[src/rtl/vga_pkg.sv]
// Shared VGA geometry, image-set constants and sequencer types.
// The bounce helper is used by image_seq_ctl only when IMAGE_SEQ_BOUNCE_EN is defined.
package vga_pkg;

   localparam int H_ACTIVE = 800;
   localparam int V_ACTIVE = 600;
   localparam int NUM_IMG  = 6;
   localparam int IMG_W    = 128;
   localparam int IMG_H    = 96;

   typedef enum logic {
      ST_AUTO   = 1'b0,
      ST_PAUSED = 1'b1
   } seq_state_t;

   typedef struct packed {
      logic [11:0] pos;
      logic        dec;
   } axis_t;

   function automatic logic [2:0] next_img(input logic [2:0] sel);
      return (sel == 3'(NUM_IMG - 1)) ? 3'd0 : sel + 3'd1;
   endfunction

   // The limit is compared before stepping, so the position never wraps below 0 or passes lim.
   function automatic axis_t bounce_step(input axis_t a, input logic [11:0] lim);
      axis_t r;
      r = a;
      if (a.dec) begin
         if (a.pos == 12'd0) begin
            r.dec = 1'b0;
            r.pos = 12'd1;
         end else begin
            r.pos = a.pos - 12'd1;
         end
      end else begin
         if (a.pos >= lim) begin
            r.dec = 1'b1;
            r.pos = lim - 12'd1;
         end else begin
            r.pos = a.pos + 12'd1;
         end
      end
      return r;
   endfunction

endpackage

[src/rtl/vga_if.sv]
// Video timing stream as seen by the image sequencer; vblnk marks vertical blanking.
interface vga_if;
   logic vblnk;

   modport in  (input  vblnk);
   modport out (output vblnk);
endinterface

[src/rtl/image_seq_ctl_rise_edge_det.sv]
// One-bit registered rising-edge detector: rise is high for the cycle after d goes 0->1.
module rise_edge_det (
   input  logic clk,
   input  logic rst,
   input  logic d,
   output logic rise
);

   logic prev_reg;

   always_ff @(posedge clk or negedge rst) begin
      if (!rst) begin
         prev_reg <= 1'b0;
         rise     <= 1'b0;
      end else begin
         prev_reg <= d;
         rise     <= d & ~prev_reg;
      end
   end

endmodule

[src/rtl/image_seq_ctl.sv]
// Image slideshow sequencer: steps img_sel every FRAMES_PER_IMG frames, with pause and next buttons.
// Define IMAGE_SEQ_BOUNCE_EN to make the image bounce around the screen while not paused.
module image_seq_ctl
   import vga_pkg::*;
#(
   parameter int          FRAMES_PER_IMG = 60,
   parameter logic [11:0] X_START        = 12'd0,
   parameter logic [11:0] Y_START        = 12'd0
) (
   input  logic        clk,
   input  logic        rst,
   vga_if.in           in,
   input  logic        btn_next,
   input  logic        btn_pause,
   output logic [2:0]  img_sel,
   output logic [11:0] img_xpos,
   output logic [11:0] img_ypos,
   output logic        paused
);

   localparam int EV_FRAME = 0;
   localparam int EV_NEXT  = 1;
   localparam int EV_PAUSE = 2;

   logic [2:0] raw;
   logic [2:0] rise;

   assign raw = {btn_pause, btn_next, in.vblnk};

   generate
      for (genvar gi = 0; gi < 3; gi++) begin : g_edge
         rise_edge_det u_det (
            .clk  (clk),
            .rst  (rst),
            .d    (raw[gi]),
            .rise (rise[gi])
         );
      end
   endgenerate

   logic frame_start;
   logic next_rise;
   logic pause_rise;

   assign frame_start = rise[EV_FRAME];
   assign next_rise   = rise[EV_NEXT];
   assign pause_rise  = rise[EV_PAUSE];

   seq_state_t state_reg;
   logic [7:0] cnt_reg;
   logic       pending_reg;
   logic       advance;

   // A pending next and an expiring hold collapse into one step.
   assign advance = pending_reg |
                    ((state_reg == ST_AUTO) && (cnt_reg == 8'(FRAMES_PER_IMG - 1)));

   always_ff @(posedge clk or negedge rst) begin
      if (!rst) begin
         state_reg   <= ST_AUTO;
         cnt_reg     <= 8'd0;
         pending_reg <= 1'b0;
         img_sel     <= 3'd0;
      end else begin
         if (pause_rise)
            state_reg <= (state_reg == ST_AUTO) ? ST_PAUSED : ST_AUTO;

         // A next edge landing on a frame start survives to the following frame.
         if (next_rise)
            pending_reg <= 1'b1;
         else if (frame_start)
            pending_reg <= 1'b0;

         if (frame_start) begin
            if (advance) begin
               cnt_reg <= 8'd0;
               img_sel <= next_img(img_sel);
            end else if (state_reg == ST_AUTO) begin
               cnt_reg <= cnt_reg + 8'd1;
            end
         end
      end
   end

   assign paused = (state_reg == ST_PAUSED);

`ifdef IMAGE_SEQ_BOUNCE_EN
   localparam logic [11:0] X_LIM = 12'(H_ACTIVE - IMG_W);
   localparam logic [11:0] Y_LIM = 12'(V_ACTIVE - IMG_H);

   axis_t x_reg;
   axis_t y_reg;

   always_ff @(posedge clk or negedge rst) begin
      if (!rst) begin
         x_reg <= '{pos: X_START, dec: 1'b1};
         y_reg <= '{pos: Y_START, dec: 1'b1};
      end else if (frame_start && (state_reg == ST_AUTO)) begin
         x_reg <= bounce_step(x_reg, X_LIM);
         y_reg <= bounce_step(y_reg, Y_LIM);
      end
   end

   assign img_xpos = x_reg.pos;
   assign img_ypos = y_reg.pos;
`else
   assign img_xpos = X_START;
   assign img_ypos = Y_START;
`endif

endmodule

[src/flat_wrapper.sv]
// flat-port wrapper written by rule: the top's interface ports become plain ports
module image_seq_ctl_flat import vga_pkg::*;
#(
   parameter int          FRAMES_PER_IMG = 60,
   parameter logic [11:0] X_START        = 12'd0,
   parameter logic [11:0] Y_START        = 12'd0
)
  (clk, rst, btn_next, btn_pause, img_sel, img_xpos, img_ypos, paused, in_vblnk);
  vga_if in_i ();
  input  logic clk;
  input  logic rst;
  input  logic btn_next;
  input  logic btn_pause;
  output logic [2:0] img_sel;
  output logic [11:0] img_xpos;
  output logic [11:0] img_ypos;
  output logic paused;
  input wire logic [$bits(in_i.vblnk)-1:0] in_vblnk;
  assign in_i.vblnk = in_vblnk;
  image_seq_ctl #(.FRAMES_PER_IMG(FRAMES_PER_IMG), .X_START(X_START), .Y_START(Y_START)) u_core (.clk(clk), .rst(rst), .in(in_i), .btn_next(btn_next), .btn_pause(btn_pause), .img_sel(img_sel), .img_xpos(img_xpos), .img_ypos(img_ypos), .paused(paused));
endmodule
[config.mk]
export PLATFORM = sky130hd
export DESIGN_NAME = image_seq_ctl_flat
export DESIGN_NICKNAME = d
export VERILOG_FILES = /design/src/rtl/vga_pkg.sv /design/src/rtl/vga_if.sv /design/src/rtl/image_seq_ctl_rise_edge_det.sv /design/src/rtl/image_seq_ctl.sv /design/src/flat_wrapper.sv
export SDC_FILE = /design/constraint.sdc
export NUM_CORES = 1
export LEC_CHECK = 0
export CORE_UTILIZATION = 48
export DETAILED_ROUTE_END_ITERATION = 16
export PLACE_DENSITY = 0.83
export SETUP_SLACK_MARGIN = 0.4
export SYNTH_ARGS = -nofsm -noshare
export SYNTH_HDL_FRONTEND = slang
export SYNTH_SLANG_ARGS = --single-unit
[constraint.sdc]
create_clock -name clk -period 3.8 [get_ports clk]
set_input_delay 0.76 -clock clk [delete_from_list [all_inputs] [get_ports clk]]
set_output_delay 0.76 -clock clk [all_outputs]
set_load 0.01 [all_outputs]
==> metrics.csv <==
stage;metric;value;unit
sta;period_share;54.51;%
logic_synthesis;seq_area_frac_synth;47.74;%
power_and_ir_drop;netSwitchingFraction;31.99;%
sta;setup_violations;0;
cells_and_area;largest_reg_flops;8;
sta;finalHoldViolCount;0;
clock_network;cts_tree;built;
logic_synthesis;avgSynthCellArea;10.48;µm²
route;wl_met2;648;µm
setup_path;cp_top_family;buffers and inverters;
logic_synthesis;synth_top_cells_by_area;dfrtp_1 48%, buf_4 18%, nand3_1 3.0%;
hold_path;hold_class;register to register;
flow_run;maxCapViolations;0;
power_and_ir_drop;pwr-share-seq;52.8;%
logic_synthesis;yosysTopAreaCellShare;47.74;%
route;met3_length;67;µm
setup_path;crit_path_cell_trace;clkdlybuf4s50_1;
cells_and_area;final_util;53.19;%
sta;min_period;2.071;ns
cells_and_area;nNetsFinal;113;
power_and_ir_drop;switchingPower;165.6;µW
cells_and_area;layout-drive-gt1-share;10.38;%
placement;dp_slack;1.979;ns
placement;gp_congestion;0.8259;
clock_network;hold_buffers;0;
route;ant_nets;0;
floorplan;rows;16;
setup_path;worst_ep_required_time;3.04;ns
logic_synthesis;async_flop_share;100.0;%
placement;dpl.hpwl;1025;µm
setup_path;crit_type;register to output port;
grt;track_usage;13.20;%
clock_network;clkLatencyLatePin;0.29;ns
cells_and_area;filler_cell_count;173;
sta;slew_headroom;45.71;%
grt;antenna_found_initial;0;
power_and_ir_drop;peakVddDrop;0.0003328;V
grt;grt_pass1_wl;2042;µm
sta;fin_worst_skew;0.001072;ns
floorplan;die_area;2261;µm²
logic_synthesis;yosys.area.top_type;dfrtp_1;
power_and_ir_drop;cell_internal_pwr;352.2;µW
clock_network;postCtsSetupBuffers;0;
route;drtPass1Iterations;4;
placement;dpl-instance-area;1016;µm²
sta;timing.final.ws_setup;1.729;ns
setup_path;cp_slowest_stage_delay;0.57;ns
cells_and_area;n_antenna_cell;0;
route;wirelength;1330;µm
sta;finalMaxSlewViolations;0;
floorplan;dieWidth;47.55;µm
power_and_ir_drop;power_leakage;0.4903;nW
logic_synthesis;synthCells;95;
logic_synthesis;syn_area;996.0;µm²
clock_network;clk_pin_slew;0.10;ns
grt;grt_pass1_vias;465;
sta;fmax;0.4828;GHz
setup_path;path_max_fanout;4;
route;wire_per_inst;10.00;µm
grt;grt_max_degree;20;
cells_and_area;syn_to_final_growth;4.774;%
clock_network;cts_root_buf;clkbuf_4;
logic_synthesis;synth.distinct_cells;24;
clock_network;cts_buffers;3;
route;top_layer;met4;
floorplan;core;1962;µm²
route;first_iter_violations;4;
power_and_ir_drop;power_frac_comb;27.9;%
floorplan;start_util;50.77;%
power_and_ir_drop;p_per_area;496.2;nW/µm²
clock_network;clock_path_buffers;2;
route;vias;611;
floorplan;io_pins;33;
clock_network;htree_levels;1;
logic_synthesis;yosysWarnings;0;
logic_synthesis;ys_ff_latch;19;
grt;overflow;0;
placement;place.port_buffers;8;
logic_synthesis;synth_edf_count;0;
route;met1_length;598;µm
route;avgViaCountPerCell;4.594;
logic_synthesis;synthFlopType;dfrtp_1;
route;drc_errors;0;
setup_path;critPathLaunchType;register;
clock_network;post_cts_resized;0;
cells_and_area;finalInstanceArea;1044;µm²
power_and_ir_drop;clkPwrFrac;19.3;%
setup_path;arrival;1.31;ns
setup_path;critPathSlowestCell;clkdlybuf4s50_1;
setup_path;cp-end-kind;output port;
setup_path;crit_buf_inv;1;
outcome;status;completed;
logic_synthesis;netlist_top_cells_count;24 x buf_4, 19 x dfrtp_1, 8 x nand2_1;
sta;rsz0062_at_grt;false;
sta;worst_hold_slack;0.4007;ns
floorplan;die_h;47.55;µm
sta;tns;0;ns
sta;tightest_slew;0.8118;ns
clock_network;cts.sinks;19;
logic_synthesis;yosysMostFrequentCell;buf_4;
-- area by class of cell --
cell class              count  area [µm²]  share of cell area [%]
clock buffers               3       22.52                   2.158
inverters                   3       11.26                   1.079
well taps                  27       33.78                   3.237
multi-input cells          72       415.4                   39.81
clock inverters             1       5.005                  0.4796
flip-flops and latches     19       475.5                   45.56
repair buffers              8       80.08                   7.674
-- through the flow --
step | total power [mW] | std cells
6_report | 0.5178 | 133
5_1_grt | 0.5524 | 133
4_1_cts | 0.5231 | 133
3_5_place_dp | 0.4227 | 129
3_3_place_gp | 0.4151 | 129
2_1_floorplan | 0.3723 | 118
-- cell families after synthesis --
family / share of synthesized area (%)
buffers and inverters: 19.22
AO/OA/AOI/OAI: 9.298
multiplexers: 3.266
XOR/XNOR: 2.639
adder cells (fa/ha/maj): 1.256
flip-flops: 47.74
AND/OR/NAND/NOR: 16.21
other: 0.3765
-- power groups by stage --
stage | Clock [mW] | Combinational [mW] | Sequential [mW]
5_1_grt | 0.110 | 0.162 | 0.280
6_report | 0.100 | 0.144 | 0.273
2_1_floorplan | 0 | 0.0909 | 0.281
4_1_cts | 0.104 | 0.146 | 0.273
3_3_place_gp | 0 | 0.141 | 0.274
3_5_place_dp | 0 | 0.145 | 0.278
-- per-layer routing --
metal  GRT usage (%)  vias up
li1                -      289
met1           17.59      291
met2           21.64       29
met3           2.264        2
met4           5.000        0
met5               0        -
-- layout by cell type (no fill, tap or decap) --
cell	instances
nand3_1	6
ha_1	1
nand2b_2	1
clkdlybuf4s50_1	8
nor3b_2	1
a41oi_4	1
o311ai_1	1
conb_1	24
clkbuf_4	3
nand2_1	8
and3_1	1
nor2_1	4
a21oi_1	2
or3_1	2
nor2b_1	4
nor3_2	1
mux2i_1	1
a21o_1	1
dfrtp_1	19
a22o_1	1
mux2_2	2
clkinv_2	1
o21ai_0	6
and3_4	1
xor2_1	3
inv_1	3
-- worst paths after layout --
path                                                  from                          end  slack [ns]  depth (start not counted)
min in group asynchronous                              rst  u_core.g_edge[0].u_det.rise        0.92                          1
max                                          u_core.paused                       paused        1.73                          1
max reg2reg                              u_core.cnt_reg[0]            u_core.img_sel[2]        2.16                          4
min                        u_core.g_edge[2].u_det.prev_reg  u_core.g_edge[2].u_det.rise        0.40                          1
max in group asynchronous                              rst            u_core.cnt_reg[3]        2.38                          1
min reg2reg                u_core.g_edge[2].u_det.prev_reg  u_core.g_edge[2].u_det.rise        0.40                          1
Power figures use the tool's default switching activity.
